[config.mk]
export PLATFORM = sky130hd
export DESIGN_NAME = memory_control
export DESIGN_NICKNAME = d
export VERILOG_FILES = /design/src/rtl/cpu_types_pkg.sv /design/src/rtl/memory_control_rr_arbiter.sv /design/src/rtl/memory_control.sv
export SDC_FILE = /design/constraint.sdc
export NUM_CORES = 1
export LEC_CHECK = 0
export BUFFER_PORTS_ARGS = -buffer_cell sky130_fd_sc_hd__buf_2
export CORE_AREA = 2 2 191 193
export DETAILED_ROUTE_END_ITERATION = 16
export DIE_AREA = 0 0 193 195
export PLACE_DENSITY = 0.3
export SETUP_SLACK_MARGIN = 0.2
export SLEW_MARGIN = 5
export SYNTH_ARGS = -nofsm -noshare
export SYNTH_HDL_FRONTEND = slang
export SYNTH_SLANG_ARGS = --single-unit
[constraint.sdc]
create_clock -name CLK -period 4.45 [get_ports CLK]
set_input_delay 1.335 -clock CLK [delete_from_list [all_inputs] [get_ports CLK]]
set_output_delay 1.335 -clock CLK [all_outputs]
set_load 0.005 [all_outputs]
[src/rtl/cpu_types_pkg.sv]
// Shared CPU/memory types: RAM word and handshake state, memory-controller
// FSM states and the bus-owner record.
package cpu_types_pkg;

  typedef logic [31:0] word_t;

  typedef enum logic [1:0] {
    FREE   = 2'd0,
    BUSY   = 2'd1,
    ACCESS = 2'd2,
    ERROR  = 2'd3
  } ramstate_t;

  typedef enum logic [1:0] {
    IDLE = 2'd0,
    DBUS = 2'd1,
    IBUS = 2'd2
  } memctl_state_t;

  // Widest core id the owner record can hold; the controller uses CID_W of it.
  localparam int unsigned CidMaxW = 8;

  typedef struct packed {
    logic [CidMaxW-1:0] cid;
    logic               is_icache;
  } bus_owner_t;

endpackage

[src/rtl/memory_control_rr_arbiter.sv]
// N-input round-robin picker: grants the first set request at or after the
// pointer, wrapping to index 0.
module rr_arbiter #(
  parameter int unsigned N     = 2,
  parameter int unsigned CID_W = 1
) (
  input  logic [N-1:0]     req_i,
  input  logic [CID_W-1:0] ptr_i,
  output logic [CID_W-1:0] gnt_o,
  output logic             valid_o
);

  logic [31:0] ptr_ext;
  assign ptr_ext = {{(32 - CID_W){1'b0}}, ptr_i};

  // First pass scans from the pointer upward, second pass covers the wrap.
  always_comb begin
    gnt_o   = '0;
    valid_o = 1'b0;
    for (int unsigned j = 0; j < N; j++) begin
      if (!valid_o && req_i[j] && (j >= ptr_ext)) begin
        valid_o = 1'b1;
        gnt_o   = CID_W'(j);
      end
    end
    for (int unsigned j = 0; j < N; j++) begin
      if (!valid_o && req_i[j]) begin
        valid_o = 1'b1;
        gnt_o   = CID_W'(j);
      end
    end
  end

endmodule

[src/rtl/memory_control.sv]
// Arbitrates the dcache/icache request ports of N_CORES cores onto one RAM
// port. Dcache requests beat icache requests; round-robin within each kind.
// Optional MEMORY_CONTROL_STATS_EN adds busy-cycle and transfer counters;
// without it bus_busy_cycles/bus_xfers are tied to zero.
module memory_control
  import cpu_types_pkg::*;
#(
  parameter int unsigned N_CORES = 2,
  parameter int unsigned CID_W   = (N_CORES > 1) ? $clog2(N_CORES) : 1
) (
  input  logic                      CLK,
  input  logic                      n_rst,
  input  logic [N_CORES-1:0]        dREN,
  input  logic [N_CORES-1:0]        dWEN,
  input  logic [N_CORES-1:0][31:0]  daddr,
  input  logic [N_CORES-1:0][31:0]  dstore,
  input  logic [N_CORES-1:0]        iREN,
  input  logic [N_CORES-1:0][31:0]  iaddr,
  output logic [N_CORES-1:0]        dwait,
  output logic [N_CORES-1:0][31:0]  dload,
  output logic [N_CORES-1:0]        iwait,
  output logic [N_CORES-1:0][31:0]  iload,
  output logic                      ramREN,
  output logic                      ramWEN,
  output word_t                     ramaddr,
  output word_t                     ramstore,
  input  word_t                     ramload,
  input  ramstate_t                 ramstate,
  output logic [31:0]               bus_busy_cycles,
  output logic [31:0]               bus_xfers
);

  memctl_state_t    state_q, state_d;
  bus_owner_t       owner_q, owner_d;
  logic [CID_W-1:0] rr_ptr_q, rr_ptr_d;

  logic [N_CORES-1:0] d_req;
  logic [CID_W-1:0]   d_gnt, i_gnt;
  logic               d_vld, i_vld;

  assign d_req = dREN | dWEN;

  rr_arbiter #(
    .N     (N_CORES),
    .CID_W (CID_W)
  ) u_d_arb (
    .req_i   (d_req),
    .ptr_i   (rr_ptr_q),
    .gnt_o   (d_gnt),
    .valid_o (d_vld)
  );

  rr_arbiter #(
    .N     (N_CORES),
    .CID_W (CID_W)
  ) u_i_arb (
    .req_i   (iREN),
    .ptr_i   (rr_ptr_q),
    .gnt_o   (i_gnt),
    .valid_o (i_vld)
  );

  // State, owner and round-robin pointer registers.
  always_ff @(posedge CLK or negedge n_rst) begin
    if (!n_rst) begin
      state_q  <= IDLE;
      owner_q  <= '0;
      rr_ptr_q <= '0;
    end else begin
      state_q  <= state_d;
      owner_q  <= owner_d;
      rr_ptr_q <= rr_ptr_d;
    end
  end

  // Grant selection in IDLE; RAM drive and same-cycle completion in bus states.
  always_comb begin
    state_d  = state_q;
    owner_d  = owner_q;
    rr_ptr_d = rr_ptr_q;
    dwait    = '1;
    iwait    = '1;
    dload    = '0;
    iload    = '0;
    ramREN   = 1'b0;
    ramWEN   = 1'b0;
    ramaddr  = '0;
    ramstore = '0;

    unique case (state_q)
      IDLE: begin
        if (d_vld) begin
          owner_d.cid       = CidMaxW'(d_gnt);
          owner_d.is_icache = 1'b0;
          state_d           = DBUS;
        end else if (i_vld) begin
          owner_d.cid       = CidMaxW'(i_gnt);
          owner_d.is_icache = 1'b1;
          state_d           = IBUS;
        end
      end

      DBUS, IBUS: begin
        for (int unsigned c = 0; c < N_CORES; c++) begin
          if (owner_q.cid == CidMaxW'(c)) begin
            if (owner_q.is_icache) begin
              // A dropped request abandons the grant without a wait pulse.
              if (!iREN[c]) begin
                state_d = IDLE;
              end else begin
                ramREN  = 1'b1;
                ramaddr = iaddr[c];
                if (ramstate == ACCESS) begin
                  iwait[c] = 1'b0;
                  iload[c] = ramload;
                  state_d  = IDLE;
                  rr_ptr_d = CID_W'((c + 1) % N_CORES);
                end
              end
            end else begin
              if (!(dREN[c] || dWEN[c])) begin
                state_d = IDLE;
              end else begin
                ramaddr = daddr[c];
                // Write wins when the cache raises both enables.
                if (dWEN[c]) begin
                  ramWEN   = 1'b1;
                  ramstore = dstore[c];
                end else begin
                  ramREN = 1'b1;
                end
                if (ramstate == ACCESS) begin
                  dwait[c] = 1'b0;
                  dload[c] = ramload;
                  state_d  = IDLE;
                  rr_ptr_d = CID_W'((c + 1) % N_CORES);
                end
              end
            end
          end
        end
      end

      default: begin
        state_d = IDLE;
      end
    endcase
  end

`ifdef MEMORY_CONTROL_STATS_EN
  logic [31:0] busy_cnt_q, busy_cnt_d;
  logic [31:0] xfer_cnt_q, xfer_cnt_d;

  // A completion is exactly a cycle in which some wait is low.
  always_comb begin
    busy_cnt_d = busy_cnt_q + ((state_q != IDLE) ? 32'd1 : 32'd0);
    xfer_cnt_d = xfer_cnt_q + ((~&{dwait, iwait}) ? 32'd1 : 32'd0);
  end

  // Statistics counters, free-running with wrap-around.
  always_ff @(posedge CLK or negedge n_rst) begin
    if (!n_rst) begin
      busy_cnt_q <= '0;
      xfer_cnt_q <= '0;
    end else begin
      busy_cnt_q <= busy_cnt_d;
      xfer_cnt_q <= xfer_cnt_d;
    end
  end

  assign bus_busy_cycles = busy_cnt_q;
  assign bus_xfers       = xfer_cnt_q;
`else
  assign bus_busy_cycles = '0;
  assign bus_xfers       = '0;
`endif

endmodule

==> results.md <==
* Unrepaired setup endpoints after global routing: no
* Area leader, netlist: a22oi_1
* Largest stage delay, worst path at 0.38 ns
* Crit path DAT at 2.66 ns
* Power Total at 1.722 mW
* Final Hold Viols at 0
* DRC at 0
* Via count of the first global-routing pass at 4486
* Global placement routability congestion at 0.8135
* Slowest stage cell, crit path: buf_4
* NumNets Final at 1092
* Crit start category: input port
* Starting Density at 0.08696
* Endpoints failing setup at 0
* Htree depth at 1
* CTS Buf Count at 3
* Syn Area/Cell at 6.634 um2
* Dpl cell area at 0.005504 mm2
* Top cell type's share of synthesized area at 0.2341
* Flops & latches, synth at 5
* Most used cell, CP: buf_2
* Netlist cell types at 35
* Crit. End Element: output port
* Clock tree from TritonCTS: built
* Fmax at 250.6 MHz
* Initial drt markers at 242
* Clk_lat worst skew at 0.23 ns
* Critical Path Fanout Max at 30
* Total gr overflow at 0
* Clock Pin Slew Worst Setup and Hold Paths at 0.04 ns
* Util after Layout at 0.1579
* Power Density at 308.0 mW/mm2
* Mapped cell area at 0.003078 mm2
* Final Skew at 0.003153 ns
* Total Wirelength at 20290 um
* Status: finished clean
* Max-cap violations at 0
* Share of layout cells above drive strength 1 at 0.5322
* Initial antenna violation count at 2
* Hold Crit Class: flip-flop to flip-flop
* Root Buffer: clkbuf_16
* Seq/Total Area, Yosys at 0.04065
* Vias per inst at 3.678
* Synth top area cells: a22oi_1, and3_1, buf_4
* Final count of pins violating max slew at 0
* Final period util at 0.8966
* Antenna viol nets, final at 0
* Worst-case clock buffer depth at 2
* Slew headroom at 0.6072
* Largest net degree at the start of global routing at 100
* Cts repair resizes at 0
* Design area at 0.005589 mm2
* YS warnings at 0
* Die H at 195 um
* Post-DP HPWL at 16330 um
* Vias at 4847
* First-pass GRT wire length at 28410 um
* Critical path class: input port to output port
* Setup Total Neg Slack at 0 ns
* Num Clock Sinks at 5
* I/O pin total at 496
* Crit path cell chain: buf_2 -> nor2_1 -> nor3_4 -> buf_4 -> a22oi_1 -> a21boi_0 -> buf_2
* Fin crit period at 3.990 ns
* Die width at 193 um
* Routed WL per cell at 15.39 um
* Port Buffers at 431
* Pre-Repair DR Iteration Count at 4
* Core area at 0.03540 mm2
* Area grow syn2layout at 81.59%
* WP data required at 3.12 ns
* LEAKAGE at 3.457 nW
* Hold buffers post-CTS at 0
* Mapped Cells at 464
* Least-Margin Pin Slew at 0.5878 ns
* GRT Total Usage at 0.09765
* VDD IR-drop max at 0.1573 mV
* Post-CTS setup repair buffer count at 0
* Row count at 69
* DIE AREA at 0.03764 mm2
==> where the power goes <==
part / internal [mW] / switching, mW / total, mW / leakage [nW]
logic: 0.614 / 0.851 / 1.46 / 3.35
clock network: 0.117 / 0.0300 / 0.147 / 0.0409
registers: 0.0641 / 0.0454 / 0.109 / 0.0617
==> cell type report <==
type	instances	area (um2)
well taps	461	576.8
clock inverters	1	5.005
diodes	2	5.005
repair buffers	443	2322
inverters	5	18.77
multi-input cells	398	2461
clock buffers	3	75.07
fillers	4133	29810
flip-flops and latches	5	125.1
==> layout by cell type, fill, tap and decap left out, types with 4 or more instances in the layout <==
| master | n |
|---|---|
| inv_1 | 5 |
| buf_2 | 431 |
| and3_1 | 97 |
| dfrtp_1 | 5 |
| nand2_1 | 11 |
| nor2b_1 | 5 |
| a21boi_1 | 4 |
| conb_1 | 64 |
| a21boi_0 | 28 |
| a22oi_1 | 96 |
| buf_4 | 6 |
| and2_1 | 34 |
| nor2_1 | 32 |
| buf_12 | 6 |
==> cells by family after synthesis <==
family,count (synthesis),share of synthesized area
buffers and inverters,124,0.2439
flip-flops,5,0.04065
AND/OR/NAND/NOR,190,0.3598
adder cells (fa/ha/maj),2,0.008129
other,1,0.001218
AO/OA/AOI/OAI,142,0.3463
==> through the flow <==
step                      cells  hold WS (ns)  worst slack (ns)
after floorplan             527        0.4946            0.7798
after global placement     1312        0.5738            0.4305
after detailed placement   1312        0.5668            0.4463
after CTS                  1316        0.5980            0.4348
after global routing       1316        0.6331            0.3194
final                      1318        0.5953            0.4600
==> per-layer routing <==
layer	vias to the layer above	share of wire	GRT usage
li1	2351	-	-
met1	2270	0.41	0.1219
met2	216	0.53	0.1852
met3	10	0.056	0.01060
met4	0	0.0059	0.006734
met5	-	0	0
==> sequential cells by signal, indices dropped and copies added, names as in the netlist <==
signal	cells
owner_q	2
rr_ptr_q	1
state_q	2
==> worst paths after layout <==
kind	end	cells past startpoint	slack, ns	from
max in group asynchronous	rr_ptr_q	1	3.40	n_rst
min in group asynchronous	state_q[0]	1	0.92	n_rst
hold / removal	state_q[0]	2	0.60	state_q[0]
hold reg to reg	state_q[0]	2	0.60	state_q[0]
setup reg to reg	rr_ptr_q	7	2.31	state_q[1]
setup / recovery	ramaddr[30]	7	0.46	dWEN[0]
==> critical path, delay by kind of cell <==
| kind | cells | cell delay (ns) |
|---|---|---|
| AO/OA/AOI/OAI | 2 | 0.29 |
| AND/OR/NAND/NOR | 2 | 0.34 |
| buffers and inverters | 3 | 0.65 |
==> Yosys cell counts <==
master     number
nor2b_1         5
conb_1          1
a21boi_0       28
a21oi_1         3
buf_4          67
nor3b_2         2
o2bb2ai_1       2
o21ai_0         1
ha_1            2
nor3_2          1
o22ai_1         1
o311a_1         1
clkbuf_2        1
and3_1         98
a22oi_1        96
clkbuf_1       29
and3_4          1
buf_6           1
buf_1           1
o2111ai_1       1
or2_2           1
buf_2          20
o21a_1          1
o311ai_0        1
nand2_1        11
o41ai_1         1
dfrtp_1         5
a211o_1         2
a21boi_1        4
and3b_1         1
nor2_1         32
nor4_1          1
and2_1         35
inv_1           5
nor3b_1         2
No activity file was read; power rests on OpenSTA's default activity.
